==> src/rtl/pc_fetch.sv <==
`default_nettype none
// ============================================================================
//  Module   : pc_fetch
//  Purpose  : Program-counter and instruction-fetch sequencer. Holds the
//             architectural PC, runs a req/ack handshake with instruction
//             memory, presents each fetched word to decode with a valid flag,
//             and selects the next PC from the PC+4 / branch-target adders.
//  Ports    : clk_in, rst_in (async, active-high)
//             pc_plus4_in, branch_target_in, branch_taken_in - next-PC sources
//             stall_in                    - hold instruction in ISSUE
//             imem_ack_in, imem_data_in   - instruction memory response
//             pc_out, imem_req_out, imem_addr_out - PC and fetch request
//             instr_out, instr_valid_out  - instruction to decode
//             misaligned_out              - sticky misaligned-target flag
//             fetch_count_out             - retired instruction count
//  Revision : 1.0 - initial release
// ============================================================================
module pc_fetch #(
   parameter logic [31:0] RESET_VECTOR = 32'h0000_0000,
   parameter logic [31:0] NOP_INSTR    = 32'h0000_0013
) (
   input  logic        clk_in,
   input  logic        rst_in,
   input  logic [31:0] pc_plus4_in,
   input  logic [31:0] branch_target_in,
   input  logic        branch_taken_in,
   input  logic        stall_in,
   input  logic        imem_ack_in,
   input  logic [31:0] imem_data_in,
   output logic [31:0] pc_out,
   output logic        imem_req_out,
   output logic [31:0] imem_addr_out,
   output logic [31:0] instr_out,
   output logic        instr_valid_out,
   output logic        misaligned_out,
   output logic [31:0] fetch_count_out
);

   typedef enum logic [1:0] {
      S_BOOT  = 2'd0,
      S_FETCH = 2'd1,
      S_ISSUE = 2'd2,
      S_ERROR = 2'd3
   } state_t;

   state_t      state_q;
   logic [31:0] pc_q;
   logic [31:0] instr_q;
   logic [31:0] count_q;
   logic        req_q;
   logic        valid_q;
   logic        mis_q;

   logic [31:0] next_pc_d;
   logic        next_ok_d;

   // Next-PC candidate and its alignment, only acted on in ISSUE.
   always_comb begin
      next_pc_d = branch_taken_in ? branch_target_in : pc_plus4_in;
      next_ok_d = (next_pc_d[1:0] == 2'b00);
   end

   always_ff @(posedge clk_in or posedge rst_in) begin
      if (rst_in) begin
         state_q <= S_BOOT;
         pc_q    <= RESET_VECTOR;
         instr_q <= NOP_INSTR;
         count_q <= 32'd0;
         req_q   <= 1'b0;
         valid_q <= 1'b0;
         mis_q   <= 1'b0;
      end else begin
         case (state_q)
            S_BOOT: begin
               state_q <= S_FETCH;
               req_q   <= 1'b1;
            end
            S_FETCH: begin
               // Request and address stay stable until memory acknowledges.
               if (imem_ack_in) begin
                  state_q <= S_ISSUE;
                  instr_q <= imem_data_in;
                  req_q   <= 1'b0;
                  valid_q <= 1'b1;
               end
            end
            S_ISSUE: begin
               // Stall takes priority over any redirect; the branch inputs
               // are re-evaluated on the first unstalled cycle.
               if (!stall_in) begin
                  valid_q <= 1'b0;
                  instr_q <= NOP_INSTR;
                  if (next_ok_d) begin
                     state_q <= S_FETCH;
                     pc_q    <= next_pc_d;
                     count_q <= count_q + 32'd1;
                     req_q   <= 1'b1;
                  end else begin
                     state_q <= S_ERROR;
                     mis_q   <= 1'b1;
                     req_q   <= 1'b0;
                  end
               end
            end
            S_ERROR: begin
               // Terminal until reset.
               req_q   <= 1'b0;
               valid_q <= 1'b0;
               instr_q <= NOP_INSTR;
               mis_q   <= 1'b1;
            end
            default: begin
               state_q <= S_BOOT;
               req_q   <= 1'b0;
               valid_q <= 1'b0;
               instr_q <= NOP_INSTR;
            end
         endcase
      end
   end

   assign pc_out          = pc_q;
   assign imem_addr_out   = pc_q;
   assign imem_req_out    = req_q;
   assign instr_out       = instr_q;
   assign instr_valid_out = valid_q;
   assign misaligned_out  = mis_q;
   assign fetch_count_out = count_q;

endmodule
`default_nettype wire
==> config.mk <==
export PLATFORM = sky130hd
export DESIGN_NAME = pc_fetch
export DESIGN_NICKNAME = d
export VERILOG_FILES = /design/src/rtl/pc_fetch.sv
export SDC_FILE = /design/constraint.sdc
export NUM_CORES = 1
export LEC_CHECK = 0
export ABC_AREA = 1
export CAP_MARGIN = 10
export CORE_UTILIZATION = 39
export DETAILED_ROUTE_END_ITERATION = 10
export GPL_ROUTABILITY_DRIVEN = 0
export HOLD_SLACK_MARGIN = 0.15
export PLACE_DENSITY = 0.78
export SLEW_MARGIN = 20
export SYNTH_ARGS = -nofsm -noshare
export SYNTH_HDL_FRONTEND = slang
export SYNTH_SLANG_ARGS = --single-unit
==> constraint.sdc <==
create_clock -name clk_in -period 3.1 [get_ports clk_in]
set_input_delay 0.465 -clock clk_in [delete_from_list [all_inputs] [get_ports clk_in]]
set_output_delay 0.465 -clock clk_in [all_outputs]
set_load 0.01 [all_outputs]
# After elaboration in Yosys (flattened, before gate mapping)
# Cells that the tools add are included.
# totals
reg_bits	101
in_bits	101
output_inout_bits	131
# op_classes
addsub	1
n_eq_ne	6
muxes	18
bitwise_logic	1
n_reduce_logical	10
# ops
cell	count
$mux 32	3
$pmux 32 s3	1
$add 32x1->32 const B	1
$reduce_and 3->1	4
$mux 1	7
$mux 2	3
$ne 2x2->1 const B	3
$pmux 2 s3	1
$reduce_bool 3->1	2
$eq 2x2->1 const B	2
$logic_not 2->1	2
$pmux 1 s4	1
$pmux 1 s3	1
$eq 2x1->1 const B	1
$pmux 1 s2	1
$reduce_and 2->1	1
$reduce_bool 2->1	1
$not 1->1	1

# Longest topological paths before layout
# depth
ltp_word	5
mapped_depth	9
ltp_nobuf	9

# Worst setup path before layout
# Ideal clock, no wire load.
# synth_path
path_kind	flip-flop to flip-flop
start	register state_q[0]
end	register mis_q, in the netlist misaligned_out
setup_time_ps	120
arrival_time_ps	1394
required_ps	2980
slack_ps	1586
path_stages_with_launch	7
n_path_buf	1
period_less_slack_ps	1514
path_cell_list	dfrtp_1 > inv_1 > ha_1 > nor2_1 > buf_2 > inv_1 > a31o_2
# synth_via
elab_chain_len	3
# synth_rtl
element	line	source
from (decl)	46	state_t state_q;
from (signal assigned)	65	state_q <= S_BOOT;
from (signal assigned)	75	state_q <= S_FETCH;
from (signal assigned)	81	state_q <= S_ISSUE;
$eq 2x2->1	73	case (state_q)
$ne 2x2->1 (no source line) or $reduce_bool 2->1 (tied branches)	n/a	
$reduce_and 3->1 (no source line)	n/a	
to (signal assigned)	71	mis_q <= 1'b0;
to (signal assigned)	100	mis_q <= 1'b1;
to (signal assigned)	110	mis_q <= 1'b1;
to (decl)	52	logic mis_q;
# Parallel ways exist; a longest one is shown, timed or not.
# A chain may end at the register's enable or synchronous reset.

# Worst setup path after layout
# layout_path
start	input port branch_taken_in
end	register count_q[26], in the netlist fetch_count_out[26]
# layout_via
elab_chain_len	3
# layout_rtl
element	line	source
from (decl)	26	input logic branch_taken_in,
$mux 32	59	next_pc_d = branch_taken_in ? branch_target_in : pc_plus4_in;
$logic_not 2->1	60	next_ok_d = (next_pc_d[1:0] == 2'b00);
$reduce_and 3->1 (no source line)	n/a	
to (signal assigned)	96	count_q <= count_q + 32'd1;
to (decl)	49	logic [31:0] count_q;
# Every way passes these cells.

==> qor.yml <==
yosys_warnings: 0
grt_pass1_wl_um: 24100
crit_arrival_ns: 2.33
clock_path_buffers: 2
peakVddDrop_mv: 0.365
htreeDepth: 3
setup_viol: 0
grt_pass1_vias: 4837
cp_data_required_time_ns: 3.34
ios: 232
synth_top_area_share_pct: 46.4
crit_slowest_cell: "clkdlybuf4s50_1"
rr_worst_depth: 8
area_delta_synth_final_pct: 47.8
synth_compound_area_share_pct: 2.13
critPathKind: "input pin to flop"
post_cts_buffers: 0
hold_viol: 0
synth.mux.area_fraction_pct: 6.58
synth_fp_nets: 768
grt_antenna_before_repair: 0
cellLeakagePower_nw: 3.53
max_stage_delay_ns: 0.60
drt_first_pass_iters: 5
drt_iter0_markers: 263
fillers: 1200
yosys.area.top_type: "dfrtp_1"
start_util_pct: 39.9
synth_fa_ha_area_share_pct: 1.18
postSynthAreaPerCell_um2: 7.99
fmax_mhz: 481
die_area_um2: 14000
num_vias: 4959
core_area_um2: 13200
path_buf_inv: 2
clk_latency_ns: 0.35
fin_util_pct: 59.0
crit_family: "buffers and inverters"
numClockSinks: 101
final.setup.tns_ns: 0
die_w_um: 118
synth_xor_xnor_area_share_pct: 0.662
final_cell_mix: "nand2_1 (271), clkdlybuf4s50_1 (231), dfrtp_1 (98), nor2_1 (59), nand3_1 (41)"
synth_area_leaders: "dfrtp_1 (46%), nand2_1 (19%), mux2_2 (6.4%)"
path_max_fanout: 58
whs_endpoint: "instr_valid_out$_DFFE_PP0P_"
fin_nets: 963
cts_hold_buffers: 0
clock_skew_ns: 0.00805
post-route-period-util_pct: 67.1
portBuffers: 231
dp_hpwl_um: 10800
synthCells: 662
layout-drive-gt1-share_pct: 7.54
numCtsBuffers: 9
hold_slack_ns: 0.471
fin_crit_ns: 2.08
maxCapViolCount: 0
netlist_area_um2: 5290
ant_nets: 0
total_power_mw: 5.92
ys_seq_area_share_pct: 47.8
die_h_um: 118
reg2reg_slack_ns: 1.20
rsz0062_at_grt: "false"
root_buffer: "clkbuf_16"
viasPerCell: 4.78
r2r-start: "state_q[0]$_DFFE_PP0P_"
insertedDiodeCount: 0
final_common_cell: "nand2_1"
avgRoutedWirePerCell_um: 14.1
fp-row-count: 42
grt_overflow: 0
slew_viol_final: 0
worst_path_most_repeated_cell: "nand2_1"
grt_max_degree: 66
synth_cell_type_count: 27
tritoncts: "yes"
synth_top_family_by_area: "simple AND/OR/NAND/NOR gates"
synth_simple_gate_area_share_pct: 32.0
grt_usage_pct: 21.7
maxSlewHeadroom_pct: 59.4
cp_cell_sequence: "clkdlybuf4s50_1, nand3_1, nand2_1, nand2_1, nor2_4, buf_4, nand3_1, nand2_1, nand2_1"
startpoint_type: "input pin"
status: "finished, final reports clean"
max_slew.worst_pin.slew_ns: 0.607
drcViolationCount: 0
end_kind: "flop"
reg2reg_to: "fetch_count_out[26]$_DFFE_PP0P_"
hold_class: "flop to flop"
power_density_nw_per_um2: 757
hold_path_depth: 2
detail_route.wirelength_um: 14600
synth-seq-cells: 101
min_from: "instr_valid_out$_DFFE_PP0P_"
cts_resized: 0
path_clk_slew_ns: 0.07
-- state kept, by name, summed over array words and instances, names as in the netlist --
signal	cells
fetch_count_out	32
imem_addr_out	32
imem_req_out	1
instr_out	32
instr_valid_out	1
misaligned_out	1
state_q	2
-- synthesized netlist by cell type, drive strengths merged --
library cell  number
inv               37
mux2              30
nor2              64
dfstp              3
a31o               1
buf               53
xor2               2
ha                 5
dfrtp             98
mux2i              1
nand3b            16
nand4             12
a21oi              3
nand3             41
clkbuf             4
o21ai             17
and2               2
xnor2              2
nand2            271
-- through the flow --
stage | setup WS, ns | cells | area (µm²)
after CTS | 1.01 | 1038 | 7820
final | 1.02 | 1038 | 7820
after floorplan | 1.43 | 662 | 5290
after detailed placement | 0.637 | 1022 | 7540
after global placement | 0.730 | 1022 | 7540
after global routing | 0.774 | 1038 | 7820
-- per-layer routing --
layer	track usage (%)	vias to the layer above	routed length (µm)
met4	10.0	0	439
met2	36.9	181	7200
met1	26.0	2304	5980
li1	-	2440	-
met5	0	-	0
met3	4.92	34	1000
-- cell type report --
| class | instances | area [µm²] | share of cell area, % |
|---|---|---|---|
| Inverter | 37 | 143 | 1.82 |
| Clock inverter | 2 | 10.0 | 0.128 |
| Multi-Input combinational cell | 467 | 2250 | 28.8 |
| Timing Repair Buffer | 241 | 2400 | 30.7 |
| Clock buffer | 14 | 264 | 3.38 |
| Sequential cell | 101 | 2530 | 32.4 |
| Tap cell | 176 | 220 | 2.82 |
-- report_power, final --
part	leakage (nW)	switching, mW	internal, mW
clock network	0.137	0.485	0.587
logic	2.08	1.29	1.48
registers	1.32	0.312	1.77
-- worst register-to-register path: cells and delay by family (launching register included) --
kind	cells	cell delay (ns)
simple gates	5	0.57
buf+inv	2	0.56
flops	1	0.42
fa+ha+maj	1	0.24
-- cells by family (layout without fill, tap and decap cells) --
| kind of cell | after synthesis | in the layout |
|---|---|---|
| compound gates | 21 | 21 |
| xor+xnor | 4 | 4 |
| fa+ha+maj | 5 | 5 |
| buf+inv | 94 | 294 |
| flops | 101 | 101 |
| mux | 31 | 31 |
| simple gates | 406 | 406 |
-- how the worst max path moves through the flow --
stage,start,endpoint,depth (start not counted)
global placement,branch_taken_in,fetch_count_out[31]$_DFFE_PP0P_,9
detailed placement,branch_taken_in,fetch_count_out[26]$_DFFE_PP0P_,9
finish,branch_taken_in,fetch_count_out[26]$_DFFE_PP0P_,9
floorplan,rst_in,fetch_count_out[0]$_DFFE_PP0P_,1
global route,branch_taken_in,fetch_count_out[25]$_DFFE_PP0P_,9
CTS,branch_taken_in,fetch_count_out[28]$_DFFE_PP0P_,9
(Power assumes the default switching activity.)
